==> src/rtl/lcd_nibble_tx_if.sv <==
// Request/status handshake between the LCD command sequencer and the nibble transmitter.
interface lcd_nibble_tx_if;
    logic       tx_start;
    logic [7:0] tx_byte;
    logic       tx_rs;
    logic       tx_busy;
    logic       tx_done;

    modport master (
        output tx_start,
        output tx_byte,
        output tx_rs,
        input  tx_busy,
        input  tx_done
    );

    modport slave (
        input  tx_start,
        input  tx_byte,
        input  tx_rs,
        output tx_busy,
        output tx_done
    );
endinterface

==> src/rtl/lcd_nibble_tx.sv <==
// Sends one byte to an HD44780 LCD as two 4-bit writes with the required setup,
// enable, hold, inter-nibble and post-byte delays.
module lcd_nibble_tx #(
    parameter int unsigned SETUP_CYC = 2,
    parameter int unsigned EN_CYC    = 12,
    parameter int unsigned HOLD_CYC  = 1,
    parameter int unsigned GAP_CYC   = 50,
    parameter int unsigned WAIT_CYC  = 2000,
    parameter int unsigned CNT_W     = 12
) (
    input  logic                   clk,
    input  logic                   reset,
    lcd_nibble_tx_if.slave         tx,
    output logic                   LCD_RS,
    output logic                   LCD_RW,
    output logic                   LCD_EN,
    output logic [3:0]             LCD_SF_D
);

    typedef enum logic [3:0] {
        StIdle,
        StUpSetup,
        StUpEn,
        StUpHold,
        StGap,
        StLoSetup,
        StLoEn,
        StLoHold,
        StWait
    } state_e;

    // Counter is loaded with duration-1 on entry so each state lasts exactly *_CYC cycles.
    localparam logic [CNT_W-1:0] LdSetup = CNT_W'(SETUP_CYC - 1);
    localparam logic [CNT_W-1:0] LdEn    = CNT_W'(EN_CYC - 1);
    localparam logic [CNT_W-1:0] LdHold  = CNT_W'(HOLD_CYC - 1);
    localparam logic [CNT_W-1:0] LdGap   = CNT_W'(GAP_CYC - 1);
    localparam logic [CNT_W-1:0] LdWait  = CNT_W'(WAIT_CYC - 1);

    state_e           state_q;
    logic [CNT_W-1:0] cnt_q;
    logic [3:0]       lo_nib_q;
    logic [3:0]       sf_d_q;
    logic             rs_q;
    logic             en_q;
    logic             busy_q;
    logic             done_q;

    always_ff @(posedge clk) begin
        if (reset) begin
            state_q  <= StIdle;
            cnt_q    <= '0;
            lo_nib_q <= '0;
            sf_d_q   <= '0;
            rs_q     <= 1'b0;
            en_q     <= 1'b0;
            busy_q   <= 1'b0;
            done_q   <= 1'b0;
        end else begin
            done_q <= 1'b0;
            if (state_q == StIdle) begin
                if (tx.tx_start) begin
                    state_q  <= StUpSetup;
                    cnt_q    <= LdSetup;
                    busy_q   <= 1'b1;
                    rs_q     <= tx.tx_rs;
                    sf_d_q   <= tx.tx_byte[7:4];
                    lo_nib_q <= tx.tx_byte[3:0];
                end
            end else if (cnt_q != '0) begin
                cnt_q <= cnt_q - 1'b1;
            end else begin
                case (state_q)
                    StUpSetup: begin
                        state_q <= StUpEn;
                        cnt_q   <= LdEn;
                        en_q    <= 1'b1;
                    end
                    StUpEn: begin
                        state_q <= StUpHold;
                        cnt_q   <= LdHold;
                        en_q    <= 1'b0;
                    end
                    StUpHold: begin
                        state_q <= StGap;
                        cnt_q   <= LdGap;
                    end
                    StGap: begin
                        state_q <= StLoSetup;
                        cnt_q   <= LdSetup;
                        sf_d_q  <= lo_nib_q;
                    end
                    StLoSetup: begin
                        state_q <= StLoEn;
                        cnt_q   <= LdEn;
                        en_q    <= 1'b1;
                    end
                    StLoEn: begin
                        state_q <= StLoHold;
                        cnt_q   <= LdHold;
                        en_q    <= 1'b0;
                    end
                    StLoHold: begin
                        state_q <= StWait;
                        cnt_q   <= LdWait;
                    end
                    StWait: begin
                        state_q <= StIdle;
                        busy_q  <= 1'b0;
                        done_q  <= 1'b1;
                    end
                    default: begin
                        state_q <= StIdle;
                        cnt_q   <= '0;
                        en_q    <= 1'b0;
                        busy_q  <= 1'b0;
                    end
                endcase
            end
        end
    end

    assign tx.tx_busy = busy_q;
    assign tx.tx_done = done_q;
    assign LCD_RS     = rs_q;
    assign LCD_RW     = 1'b0;
    assign LCD_EN     = en_q;
    assign LCD_SF_D   = sf_d_q;

endmodule

==> src/flat_wrapper.sv <==
// flat-port wrapper written by rule: the top's interface ports become plain ports
module lcd_nibble_tx_flat 
#(
    parameter int unsigned SETUP_CYC = 2,
    parameter int unsigned EN_CYC    = 12,
    parameter int unsigned HOLD_CYC  = 1,
    parameter int unsigned GAP_CYC   = 50,
    parameter int unsigned WAIT_CYC  = 2000,
    parameter int unsigned CNT_W     = 12
)
  (clk, reset, LCD_RS, LCD_RW, LCD_EN, LCD_SF_D, tx_tx_start, tx_tx_byte, tx_tx_rs, tx_tx_busy, tx_tx_done);
  lcd_nibble_tx_if tx_i ();
  input  logic clk;
  input  logic reset;
  output logic LCD_RS;
  output logic LCD_RW;
  output logic LCD_EN;
  output logic [3:0] LCD_SF_D;
  input wire logic [$bits(tx_i.tx_start)-1:0] tx_tx_start;
  input wire logic [$bits(tx_i.tx_byte)-1:0] tx_tx_byte;
  input wire logic [$bits(tx_i.tx_rs)-1:0] tx_tx_rs;
  output wire logic [$bits(tx_i.tx_busy)-1:0] tx_tx_busy;
  output wire logic [$bits(tx_i.tx_done)-1:0] tx_tx_done;
  assign tx_i.tx_start = tx_tx_start;
  assign tx_i.tx_byte = tx_tx_byte;
  assign tx_i.tx_rs = tx_tx_rs;
  assign tx_tx_busy = tx_i.tx_busy;
  assign tx_tx_done = tx_i.tx_done;
  lcd_nibble_tx #(.SETUP_CYC(SETUP_CYC), .EN_CYC(EN_CYC), .HOLD_CYC(HOLD_CYC), .GAP_CYC(GAP_CYC), .WAIT_CYC(WAIT_CYC), .CNT_W(CNT_W)) u_core (.clk(clk), .reset(reset), .tx(tx_i), .LCD_RS(LCD_RS), .LCD_RW(LCD_RW), .LCD_EN(LCD_EN), .LCD_SF_D(LCD_SF_D));
endmodule
==> config.mk <==
export PLATFORM = sky130hd
export DESIGN_NAME = lcd_nibble_tx_flat
export DESIGN_NICKNAME = d
export VERILOG_FILES = /design/src/rtl/lcd_nibble_tx_if.sv /design/src/rtl/lcd_nibble_tx.sv /design/src/flat_wrapper.sv
export SDC_FILE = /design/constraint.sdc
export NUM_CORES = 1
export LEC_CHECK = 0
export ABC_CLOCK_PERIOD_IN_PS = 2150
export CAP_MARGIN = 10
export CORE_MARGIN = 5
export CORE_UTILIZATION = 45
export DETAILED_ROUTE_END_ITERATION = 10
export DONT_BUFFER_PORTS = 1
export PLACE_DENSITY_LB_ADDON = 0.05
export SYNTH_ARGS = -nofsm -noshare
export SYNTH_HDL_FRONTEND = slang
export SYNTH_SLANG_ARGS = --single-unit
==> constraint.sdc <==
create_clock -name clk -period 2.15 [get_ports clk]
set_input_delay 0.43 -clock clk [delete_from_list [all_inputs] [get_ports clk]]
set_output_delay 0.43 -clock clk [all_outputs]
set_load 0.1 [all_outputs]
[Yosys cells after proc, flatten, opt, wreduce, memory -nomap -nowiden]
Index checks and enable logic that the tools add are counted.
Operators by class
  add/subtract/negate cells: 1
  multipliers: 0
  divide/modulo/power cells: 0
  magnitude comparators: 0
  equality and inequality tests: 12
  shifts and indexed selects: 0
  muxes and demuxes: 18
  bitwise operators: 3
  reductions and logical operators: 13
Operators with widths (count)
  12-bit one-hot mux with 5 select lines: 1
  12-bit 2-to-1 mux: 3
  4-bit 2-to-1 mux: 7
  4-bit one-hot mux with 7 select lines: 1
  4-bit by 3-bit == test with 1-bit output (second input constant): 4
  12-bit nonzero test: 1
  12-bit by 1-bit subtractor with 12-bit output (second input constant): 1
  3-bit AND reduction: 3
  4-bit by 2-bit == test with 1-bit output (second input constant): 2
  7-bit OR reduction: 1
  2-bit AND reduction: 3
  1-bit 2-to-1 mux: 5
  4-bit by 1-bit == test with 1-bit output (second input constant): 1
  4-bit == test (second input constant): 1
  4-bit logical NOT: 1
  2-bit by 1-bit inequality test with 1-bit output (second input constant): 2
  4-bit OR reduction: 1
  3-bit by 1-bit inequality test with 1-bit output (second input constant): 1
  1-bit inverter: 3
  3-bit OR reduction: 1
  2-bit inequality test (second input constant): 1
  1-bit one-hot mux with 2 select lines: 1
  2-bit nonzero test: 1
  2-bit OR reduction: 1
Storage, ports and cells
  bits in registers: 28
  latch bits: 0
  RAM bits: 0
  bits in read-only memories: 0
  input bits: 12
  output and inout port bits: 9
  logic and storage cells: 55
  memories: 0

[Longest topological paths before layout]
Gate-level depths: netlist of run 1.
  word-level depth: 5
  mapped depth: 7
  mapped depth without buffers: 6

[Worst setup path after synthesis of run 1]
Ideal clock, no wire load.
  path kind: reg-to-reg
  start point: register u_core.cnt_q[0]
  end point: register u_core.cnt_q[4]
  library setup time: 122 ps
  data arrival time: 1806 ps
  data required time: 2028 ps
  path slack: 223 ps
  stages on the path, launching flop included: 8
  buffers on the path: 1
  clock period less this slack: 1927 ps
  cells stage by stage: dfxtp_1 -> inv_1 -> ha_1 -> or4b_4 -> buf_6 -> nor4_4 -> nor2_1 -> a221o_1
On the way
  word-level cells in the longest chain between the ends: 3
  elaborated cells on any way between the ends: 6
  classes of those cells: add/sub: 1; eq/ne: 1; mux: 2; reduce/logical: 2
RTL lines
  start, declared: RTL line lcd_nibble_tx.sv:40  | logic [CNT_W-1:0] cnt_q;
  start signal, assigned: RTL line lcd_nibble_tx.sv:63  | cnt_q <= LdSetup;
  start signal, assigned: RTL line lcd_nibble_tx.sv:70  | cnt_q <= cnt_q - 1'b1;
  start signal, assigned: RTL line lcd_nibble_tx.sv:75  | cnt_q <= LdEn;
  12-bit by 1-bit subtractor with 12-bit output or 12-bit nonzero test (tied branches): RTL line lcd_nibble_tx.sv:70, lcd_nibble_tx.sv:69
  12-bit 2-to-1 mux or 3-bit by 1-bit inequality test with 1-bit output (tied branches)
  12-bit 2-to-1 mux or 2-bit AND reduction (tied branches)
Several ways; a longest one is shown, not always the timed one.
A chain may end at the register's enable or synchronous reset.

[Worst setup path after layout of run 1]
  start point: register u_core.cnt_q[0]
  end point: register u_core.cnt_q[2]
Same word-level chain as after synthesis.

==> results.rst, run 1 <==
.. list-table::
   :header-rows: 1

   * - Metric
     - Value
   * - Fmax
     - roughly 0.49 GHz
   * - Delay of the slowest cell on the worst path
     - about 0.55 ns
   * - Ys flop type
     - dfxtp_1
   * - Type of the setup path with the least slack
     - flop to flop
   * - Reg2Reg Launch Point
     - u_core.cnt_q[0]$_SDFFE_PP0P_
   * - First-iteration detailed-routing DRC count
     - 149
   * - Number of clock sinks
     - 28
   * - Setup clock skew after layout
     - approximately 0.0040 ns
   * - Initial standard-cell utilization of the core
     - 46.4%
   * - Maximum clock path buffer count
     - 2
   * - Bufs and invs on worst path
     - 1
   * - Maximum vdd ir drop
     - around 0.73 mV
   * - Sort of element at the start of the critical path
     - flop
   * - Final Critical Period
     - roughly 2.0 ns
   * - Hold path startpoint
     - reset
   * - Count of boundary I/O pins
     - 21
   * - Floorplan die area
     - 5070 um^2
   * - Most area-consuming cells after synthesis
     - dfxtp_1 33%, a21oi_1 5.3%, nand2_1 3.6%
   * - Synth top area share
     - between 30% and 40%
   * - Post-synthesis cell type with the largest combined area
     - dfxtp_1
   * - Total via count in the routed design
     - about 1.6k
   * - GRT Total Usage
     - 18.0%
   * - CP Max Fanout
     - 8
   * - Number of antenna diodes
     - 0
   * - Dpl hpwl
     - between 3000 and 4000 um
   * - Routed length per placed instance
     - 17.6 um
   * - Async set-reset flop share out of synthesis
     - 0%
   * - CP Data Required Time
     - ~2.4 ns
   * - Max Cap Violations
     - 0
   * - Final worst-path cycle share
     - 94.7%
   * - Crit path cell chain
     - inv_1 -> ha_1 -> or4b_4 -> nor4_2 -> o21ai_2 -> o221ai_1
   * - Fraction of power spent switching nets
     - between 50% and 60%
   * - R2r worst-path depth
     - 6
   * - Number of standard cells after synthesis
     - just over 200
   * - Syn Std Cell Area
     - approximately 1700 um^2
   * - Global route total overflow
     - 0
   * - Final std cells w/o fill
     - around 260
   * - Number of antenna-violating nets in the routed design
     - 0
   * - Power per unit of standard cell area
     - approximately 1600 nW/um^2
   * - Number of distinct library cell variants in the gate-level netlist after synthesis
     - slightly below 60
   * - Mapped Nets
     - about 220
   * - TritonRoute pass-1 iters
     - 4
   * - Die width
     - between 70 and 80 um
   * - Stages on the worst setup path
     - 6
   * - Layout Nets
     - roughly 230
   * - Via count of the first global-routing pass
     - ~1.5k
   * - Comb pwr share
     - 63.9%
   * - Layout area overhead
     - 10.2%
   * - Peak-usage layer in the global routing report
     - met2
   * - Worst-Skew Late Latency
     - 0.28 ns
   * - Instance count after placement with tap cells included
     - between 200 and 300
   * - Reg clk slew, reported paths
     - 0.10 ns
   * - Count of standard-cell rows
     - 22
   * - Share of total power in the clock network
     - a little over a tenth
   * - Number of cells on the worst hold path
     - 1
   * - Crit path capture type
     - flop
   * - Setup slack of the worst register-to-register path
     - 0.11 ns
   * - Maximum level of the CTS H-tree
     - 1
   * - Clock tree root driver cell
     - clkbuf_8
   * - Total count of max-transition violations in the final report
     - 0
   * - Sum of negative setup slack
     - 0 ns
   * - DRC violation count after routing
     - 0
   * - Arrival time at the worst endpoint
     - between 2 and 2.5 ns
   * - Cell with the largest stage delay on the worst path
     - or4b_4
   * - GR Layer Usage met3
     - under 10%
   * - TritonCTS clock tree
     - done
   * - Placeable core region
     - ~3600 um^2
   * - Global-route met2 utilization
     - roughly 30%
   * - Setup repair after global routing missed its margin
     - true
   * - YS warnings
     - 0
   * - Last weighted congestion value of the routability-driven placer
     - between 0.8 and 0.9
   * - Via density per instance
     - between 6 and 7
   * - Final hold viol count
     - 0
   * - Sequential-to-total area share from yosys stat
     - around a third
   * - Global routing met1 resource utilization
     - ~25%
   * - Cell family with the largest share of critical-path delay
     - simple AND/OR/NAND/NOR gates
   * - Hold Crit Endpoint
     - u_core.LCD_EN$_SDFFE_PP0P_
   * - Flop and latch count out of synthesis
     - 28
   * - Fraction of layout instances using a drive strength above 1
     - between 10% and 20%
   * - Worst Hold Class
     - primary input to flop
   * - Core occupancy in the finished layout
     - between 50% and 60%
   * - Total wire length after detailed routing
     - around 4600 um
   * - Total of endpoints with negative setup slack in the final report
     - 0
   * - Maximum number of pins on one net before global-route repair
     - 24
   * - TritonCTS Buffers
     - 3
   * - Antenna violations before repair
     - 0
   * - Reported leakage power
     - ~0.65 nW
   * - Final Cell Area
     - approximately 1900 um^2
   * - EDFF count, synth
     - 0
   * - Proportion of power drawn by flip-flops and latches
     - between 20% and 30%
   * - Total power draw
     - 0.00306 W
   * - Mean cell area of the mapped netlist
     - a little over 8 um^2
   * - Result of the run
     - complete, no violations
   * - Global-route wire length before repair
     - roughly 7400 um
   * - RR Endpoint
     - u_core.cnt_q[2]$_SDFFE_PP0P_
   * - Placed cell area
     - around 1800 um^2
   * - Port Buffer Count
     - 0
   * - Floorplan die height
     - 71.2 um
   * - Internal power contribution
     - around 0.0015 W
   * - Psw
     - 0.00155 W
[how the worst max path moves through the flow]
stage                                       startpoint  slack (ns)                        endpoint
final                     u_core.cnt_q[0]$_SDFFE_PP0P_        0.11    u_core.cnt_q[2]$_SDFFE_PP0P_
after global routing      u_core.cnt_q[1]$_SDFFE_PP0P_      -0.002    u_core.cnt_q[2]$_SDFFE_PP0P_
after CTS                 u_core.cnt_q[0]$_SDFFE_PP0P_        0.08  u_core.state_q[1]$_SDFFE_PP0P_
after detailed placement  u_core.cnt_q[0]$_SDFFE_PP0P_        0.12  u_core.state_q[1]$_SDFFE_PP0P_
after global placement    u_core.cnt_q[1]$_SDFFE_PP0P_        0.16      u_core.LCD_EN$_SDFFE_PP0P_
after floorplan           u_core.cnt_q[0]$_SDFFE_PP0P_        0.22    u_core.cnt_q[4]$_SDFFE_PP0P_
[sequential cells by signal, summed over array words and instances (netlist names)]
| register | count |
|---|---|
| u_core.LCD_RS | 1 |
| u_core.tx.tx_done | 1 |
| u_core.state_q | 4 |
| u_core.LCD_SF_D | 4 |
| u_core.cnt_q | 12 |
| u_core.LCD_EN | 1 |
| u_core.tx.tx_busy | 1 |
| u_core.lo_nib_q | 4 |
[placed cells by master, fill, tap and decap left out, types with 2 or more instances in the layout]
cell type / instances
nor4_2: 3
nand3_1: 5
a221oi_1: 4
or4_1: 3
nand2_1: 16
o211ai_1: 4
buf_4: 19
nand4_1: 5
a211oi_1: 4
dfxtp_1: 28
inv_1: 15
clkbuf_8: 4
a311oi_1: 4
ha_1: 2
o32ai_1: 2
and2_1: 5
o21ai_0: 9
nor4_1: 5
nor2_1: 7
o221ai_1: 2
a21oi_1: 18
nor3_1: 8
nand4b_1: 2
nor4b_1: 2
or3_1: 3
o31ai_1: 2
[metrics by stage]
step / setup WS, ns / hold slack (ns)
2_1_floorplan: 0.223 / 0.432
3_3_place_gp: 0.162 / 0.435
3_5_place_dp: 0.116 / 0.442
4_1_cts: 0.0840 / 0.197
5_1_grt: -0.00221 / 0.191
6_report: 0.113 / 0.207
[what timing repair did]
item	in CTS	in global routing
setup endpoints to repair	0	5
setup buffers	0	1
gates resized for setup	0	0
hold buffers	0	0
[synthesized netlist by cell type (4+ instances only)]
cell type	n
inv_1	15
a221oi_1	4
and2_1	5
nand3_1	5
dfxtp_1	28
a211oi_1	4
o21ai_0	9
o211ai_1	4
nor4_1	6
nand2_1	16
nor2_1	7
nand4_1	5
a311oi_1	4
clkbuf_1	12
a21oi_1	18
nor3_1	8
[layer usage]
layer	vias up	part of all wire (%)
met5	-	0
met4	0	0.96
met3	5	3.8
met2	35	49
met1	804	46
li1	791	-
[layout make-up]
cell class | instances | area (um^2)
Clock buffer | 4 | 55.1
Fill cell | 379 | 1770
Sequential cell | 28 | 561
Multi-Input combinational cell | 145 | 985
Timing Repair Buffer | 19 | 143
Tap cell | 48 | 60.1
Inverter | 15 | 56.3
[worst reg2reg max path: cells and delay by family (launching register included)]
kind,cells,cell delay (ns)
and+or+nand+nor,2,0.94
DFF,1,0.35
AOI/OAI and AO/OA,2,0.39
buffers and inverters,1,0.12
adders and majority gates,1,0.17
[kinds of logic after synthesis]
kind of cell,synth area share [%]
fa+ha+maj,1.48
flops,33.2
other cells,0.222
compound gates,25.3
mux,0.593
simple gates,30.4
buf+inv,8.75
[power by group through the flow]
stage / Combinational, W / Clock [W] / Sequential [W]
finish: 0.00195 / 0.000336 / 0.000767
floorplan: 0.00121 / 0 / 0.00105
global placement: 0.00190 / 0 / 0.000766
detailed placement: 0.00192 / 0 / 0.000776
CTS: 0.00192 / 0.000345 / 0.000765
global route: 0.00209 / 0.000364 / 0.000787
No activity file was read; power rests on OpenSTA's default activity.
==> run 2: changes to the inputs <==
--- a/config.mk
+++ b/config.mk
@@ -7,6 +7,7 @@
 export LEC_CHECK = 0
 export ABC_CLOCK_PERIOD_IN_PS = 2150
 export CAP_MARGIN = 10
+export CORE_ASPECT_RATIO = 1.1
 export CORE_MARGIN = 5
 export CORE_UTILIZATION = 45
 export DETAILED_ROUTE_END_ITERATION = 10
==> results.rst, run 2 (synthesized netlist as in run 1, its figures left out) <==
.. list-table::
   :header-rows: 1

   * - Metric
     - Value
   * - Layout area overhead
     - 12.7%
   * - Number of antenna diodes
     - 0
   * - Count of standard-cell rows
     - 23
   * - Crit path cell chain
     - inv_2 -> ha_1 -> or4b_4 -> nor4_4 -> nor3_1 -> a211o_1
   * - Arrival time at the worst endpoint
     - ~2.2 ns
   * - CP Max Fanout
     - 8
   * - TritonRoute pass-1 iters
     - 4
   * - Final Critical Period
     - about 2.0 ns
   * - Floorplan die area
     - roughly 5100 um^2
   * - TritonCTS Buffers
     - 3
   * - Register with the most flip-flops
     - u_core.cnt_q
   * - Worst-Skew Late Latency
     - between 0.2 and 0.3 ns
   * - RR Endpoint
     - u_core.cnt_q[5]$_SDFFE_PP0P_
   * - Antenna violations before repair
     - 0
   * - Reg clk slew, reported paths
     - around 0.1 ns
   * - Fmax
     - between 0.4 and 0.5 GHz
   * - First-iteration detailed-routing DRC count
     - approximately 120
   * - Sum of negative setup slack
     - 0 ns
   * - R2r worst-path depth
     - 6
   * - Port Buffer Count
     - 0
   * - Post-Place Worst Slack
     - ~0.12 ns
   * - Setup repair after global routing missed its margin
     - false
   * - Type of the setup path with the least slack
     - flop to flop
   * - Power per unit of standard cell area
     - around 1700 nW/um^2
   * - Minimum setup slack in the final design
     - roughly 0.15 ns
   * - Most used cells in the layout excluding fill and tap cells
     - 28 x dfxtp_1, 20 x buf_4, 18 x a21oi_1, 16 x nand2_1, 13 x inv_1
   * - Dpl hpwl
     - about 3300 um
   * - Floorplan die height
     - around 74 um
   * - Setup slack of the worst register-to-register path
     - roughly 0.15 ns
   * - Reported leakage power
     - about 0.67 nW
   * - Die width
     - between 60 and 70 um
   * - Layout Nets
     - between 200 and 250
   * - Total count of max-transition violations in the final report
     - 0
   * - Total via count in the routed design
     - between 1.5k and 2k
   * - Total wire length after detailed routing
     - roughly 4400 um
   * - Initial standard-cell utilization of the core
     - a little under half
   * - Number of antenna-violating nets in the routed design
     - 0
   * - Via count of the first global-routing pass
     - about 1.6k
   * - Startpoint of the worst setup timing path
     - u_core.cnt_q[0]$_SDFFE_PP0P_
   * - Delay of the slowest cell on the worst path
     - ~0.56 ns
   * - CP Data Required Time
     - around 2.3 ns
   * - Final worst-path cycle share
     - just over 90%
   * - Routed length per placed instance
     - roughly 17 um
   * - Largest register FFs
     - 12
   * - Total of endpoints with negative setup slack in the final report
     - 0
   * - End point of the critical path
     - u_core.cnt_q[5]$_SDFFE_PP0P_
   * - Count of boundary I/O pins
     - 21
   * - Maximum vdd ir drop
     - between 0.8 and 0.9 mV
   * - Global route total overflow
     - 0
   * - Global-route wire length before repair
     - 7550 um
   * - Cell with the largest stage delay on the worst path
     - or4b_4
   * - Last weighted congestion value of the routability-driven placer
     - 0.891
   * - Reg2Reg Launch Point
     - u_core.cnt_q[0]$_SDFFE_PP0P_
   * - Crit path capture type
     - flop
   * - Count of hold buffers inserted by post-cts repair
     - 0
   * - Placeable core region
     - ~3600 um^2
   * - Maximum number of pins on one net before global-route repair
     - 24
   * - Clock tree root driver cell
     - clkbuf_8
   * - GRT Total Usage
     - roughly a fifth
   * - Setup clock skew after layout
     - 0.00297 ns
   * - Final hold viol count
     - 0
   * - Worst Hold Class
     - primary input to flop
   * - Number of clock sinks
     - 28
   * - Via density per instance
     - ~6
   * - Max Cap Violations
     - 0
   * - DRC violation count after routing
     - 0
   * - Maximum clock path buffer count
     - 2
   * - Most common library cell in the layout ignoring fill and taps
     - dfxtp_1
   * - Result of the run
     - complete, no violations
   * - Fraction of layout instances using a drive strength above 1
     - a little under 20%
   * - Maximum level of the CTS H-tree
     - 1
   * - TritonCTS clock tree
     - done
   * - Sort of element at the start of the critical path
     - flop
==> run 2: what timing repair did <==
item,CTS,global route
setup endpoints to repair,0,11
resized for setup,0,5
setup buffers,0,1
==> run 2: how the worst min path moves through the flow <==
stage	start	end	cells after the start
finish	reset	u_core.LCD_SF_D[1]$_SDFFE_PP0P_	1
global route	reset	u_core.LCD_SF_D[2]$_SDFFE_PP0P_	1
CTS	reset	u_core.lo_nib_q[2]$_SDFFE_PP0P_	1
detailed placement	u_core.lo_nib_q[2]$_SDFFE_PP0P_	u_core.lo_nib_q[2]$_SDFFE_PP0P_	2
global placement	u_core.lo_nib_q[0]$_SDFFE_PP0P_	u_core.lo_nib_q[0]$_SDFFE_PP0P_	2
floorplan	u_core.lo_nib_q[0]$_SDFFE_PP0P_	u_core.lo_nib_q[0]$_SDFFE_PP0P_	2
==> run 2: routing by layer <==
metal | global-route usage (%) | vias up | wire length, um
met5 | 0 | - | 0
met3 | 3.32 | 2 | 160
li1 | - | 801 | -
met4 | 4.86 | 0 | 21
met2 | 32.0 | 25 | 2180
met1 | 25.4 | 778 | 2030
==> run 2: worst max-delay path, delay by kind of cell (launching register included) <==
family | cells | cell delay, ns
buf+inv | 1 | 0.09
fa+ha+maj | 1 | 0.15
simple gates | 3 | 1.04
flops | 1 | 0.35
compound gates | 1 | 0.27
==> run 2: power breakdown <==
| group | total, W | switching (W) | internal [W] |
|---|---|---|---|
| clock network | 0.000414 | 0.000165 | 0.000249 |
| registers | 0.000754 | 0.000109 | 0.000645 |
| logic | 0.00198 | 0.00127 | 0.000710 |
| total | 0.00315 | 0.00155 | 0.00160 |
==> run 2: cell type report <==
class / count / area, um^2
multi-input combinational: 145 / 1000
sequential: 28 / 561
tap: 50 / 62.6
clock buffer: 3 / 41.3
fill: 374 / 1730
clock inverter: 1 / 30.0
inverter: 15 / 56.3
timing repair buffer: 20 / 150
==> run 2: through the flow <==
stage / utilization (%) / total power, W / hold WS, ns / cell area, um^2 / cells
global placement: 49.8 / 0.00265 / 0.435 / 1810 / 257
global route: 52.4 / 0.00339 / 0.195 / 1900 / 262
detailed placement: 49.8 / 0.00267 / 0.442 / 1810 / 257
CTS: 51.8 / 0.00310 / 0.204 / 1880 / 261
finish: 52.4 / 0.00315 / 0.215 / 1900 / 262
floorplan: - / 0.00226 / 0.432 / 1690 / 205
==> run 3: changes to the inputs <==
--- a/config.mk
+++ b/config.mk
@@ -8,8 +8,9 @@
 export ABC_CLOCK_PERIOD_IN_PS = 2150
 export CAP_MARGIN = 10
 export CORE_ASPECT_RATIO = 1.1
-export CORE_MARGIN = 5
+export CORE_MARGIN = 3
 export CORE_UTILIZATION = 45
+export CTS_BUF_LIST = sky130_fd_sc_hd__clkbuf_8
 export DETAILED_ROUTE_END_ITERATION = 10
 export DONT_BUFFER_PORTS = 1
 export PLACE_DENSITY_LB_ADDON = 0.05
==> results.rst, run 3 (synthesized netlist as in run 1, its figures left out) <==
.. list-table::
   :header-rows: 1

   * - Metric
     - Value
   * - Worst Hold Class
     - primary input to flop
   * - Final worst-path cycle share
     - between 90% and 100%
   * - Instance count after placement with tap cells included
     - 254
   * - Arrival time at the worst endpoint
     - 2.22 ns
   * - Total power draw
     - about 0.0030 W
   * - Clock tree root driver cell
     - clkbuf_8
   * - TritonCTS Buffers
     - 3
   * - Number of antenna-violating nets in the routed design
     - 0
   * - Most used cells in the layout excluding fill and tap cells
     - 28 x dfxtp_1, 19 x buf_4, 18 x a21oi_1, 16 x nand2_1, 15 x inv_1
   * - Global route total overflow
     - 0
   * - Sort of element at the start of the critical path
     - flop
   * - Floorplan die area
     - between 4000 and 5000 um^2
   * - Setup slack of the worst register-to-register path
     - ~0.10 ns
   * - Number of antenna diodes
     - 0
   * - Register with the most flip-flops
     - u_core.cnt_q
   * - Minimum setup slack in the final design
     - approximately 0.10 ns
   * - Count of hold buffers inserted by post-cts repair
     - 0
   * - Count of boundary I/O pins
     - 21
   * - Maximum number of pins on one net before global-route repair
     - 24
   * - Final hold viol count
     - 0
   * - Total via count in the routed design
     - 1605
   * - Layout Nets
     - around 230
   * - First-iteration detailed-routing DRC count
     - 121
   * - Maximum level of the CTS H-tree
     - 1
   * - Result of the run
     - complete, no violations
   * - Final Critical Period
     - slightly above 2 ns
   * - Type of the setup path with the least slack
     - flop to flop
   * - Fmax
     - a little under 0.5 GHz
   * - Setup repair after global routing missed its margin
     - false
   * - Post-Place Worst Slack
     - approximately 0.11 ns
   * - Last weighted congestion value of the routability-driven placer
     - between 0.8 and 0.9
   * - Fraction of layout instances using a drive strength above 1
     - 17.6%
   * - Setup clock skew after layout
     - 0.00205 ns
   * - TritonCTS clock tree
     - done
   * - Largest register FFs
     - 12
   * - Total count of max-transition violations in the final report
     - 0
   * - Global-route wire length before repair
     - around 7200 um
   * - Total wire length after detailed routing
     - ~4300 um
   * - GRT Total Usage
     - around 20%
   * - Port Buffer Count
     - 0
   * - CP Max Fanout
     - 9
   * - Reg clk slew, reported paths
     - approximately 0.090 ns
   * - Initial standard-cell utilization of the core
     - about 49%
   * - Layout area overhead
     - 9.94%
   * - Maximum vdd ir drop
     - between 0.7 and 0.8 mV
   * - CP Data Required Time
     - roughly 2.3 ns
   * - Via density per instance
     - ~6.2
   * - Floorplan die height
     - approximately 70 um
   * - Crit path capture type
     - flop
   * - Total of endpoints with negative setup slack in the final report
     - 0
   * - Count of standard-cell rows
     - 22
   * - Number of clock sinks
     - 28
   * - DRC violation count after routing
     - 0
   * - Max Cap Violations
     - 0
   * - Placeable core region
     - between 3000 and 4000 um^2
   * - Die width
     - 64.4 um
   * - Via count of the first global-routing pass
     - between 1k and 1.5k
   * - Routed length per placed instance
     - 16.6 um
   * - Maximum clock path buffer count
     - 2
   * - Worst-Skew Late Latency
     - roughly 0.27 ns
   * - R2r worst-path depth
     - 6
   * - Reported leakage power
     - 0.645 nW
   * - Most common library cell in the layout ignoring fill and taps
     - dfxtp_1
   * - Dpl hpwl
     - about 3100 um
   * - Power per unit of standard cell area
     - roughly 1600 nW/um^2
   * - Antenna violations before repair
     - 0
   * - Number of cells on the worst hold path
     - 1
   * - TritonRoute pass-1 iters
     - 4
   * - Sum of negative setup slack
     - 0 ns
   * - Final std cells w/o fill
     - approximately 260
## run 3: cell count changes in the layout (fill, tap and decap cells not counted), sizes merged
| cell | delta |
|---|---|
| bufinv | -1 |
| buf | -1 |
## run 3: power by group
| group | switching (W) | internal [W] | leakage [nW] |
|---|---|---|---|
| Combinational | 0.00126 | 0.000685 | 0.394 |
| Clock | 0.000157 | 0.000126 | 0.0216 |
| Sequential | 0.000115 | 0.000645 | 0.229 |
## run 3: per-stage QoR
stage	instance area, um^2	hold slack [ns]	utilization [%]
after floorplan	1690	0.432	-
after global placement	1800	0.435	51.8
after detailed placement	1800	0.438	51.8
after CTS	1840	0.207	53.0
after global routing	1850	0.198	53.5
final	1850	0.215	53.5
## run 3: worst max-delay path, stage by stage, from the launching register on
cell,delay (ns)
dfxtp_1,0.34
inv_1,0.12
ha_1,0.17
or4b_4,0.57
nor4_4,0.39
nor2_1,0.07
a221o_1,0.28
## run 3: layout make-up
type / count / area, um^2
Inverter: 15 / 56.3
Clock buffer: 3 / 41.3
Fill cell: 356 / 1610
Sequential cell: 28 / 561
Tap cell: 48 / 60.1
Timing Repair Buffer: 19 / 143
Multi-Input combinational cell: 145 / 993
## run 3: per-layer routing
layer	vias to the layer above	share of wire, %	global-route usage (%)
met3	6	5.9	4.82
li1	786	-	-
met1	762	46	27.4
met4	0	1.0	5.16
met5	-	0	0
met2	51	47	30.7
## run 3: worst paths after layout
kind,start,end
max,u_core.cnt_q[0]$_SDFFE_PP0P_,u_core.cnt_q[4]$_SDFFE_PP0P_
min,reset,u_core.LCD_SF_D[2]$_SDFFE_PP0P_
max reg2reg,u_core.cnt_q[0]$_SDFFE_PP0P_,u_core.cnt_q[4]$_SDFFE_PP0P_
min reg2reg,u_core.lo_nib_q[2]$_SDFFE_PP0P_,u_core.lo_nib_q[2]$_SDFFE_PP0P_
## run 3: timing repair
action,in CTS,in global routing
resized for setup,0,1
endpoints found under the setup margin,0,4
setup buffers,0,1
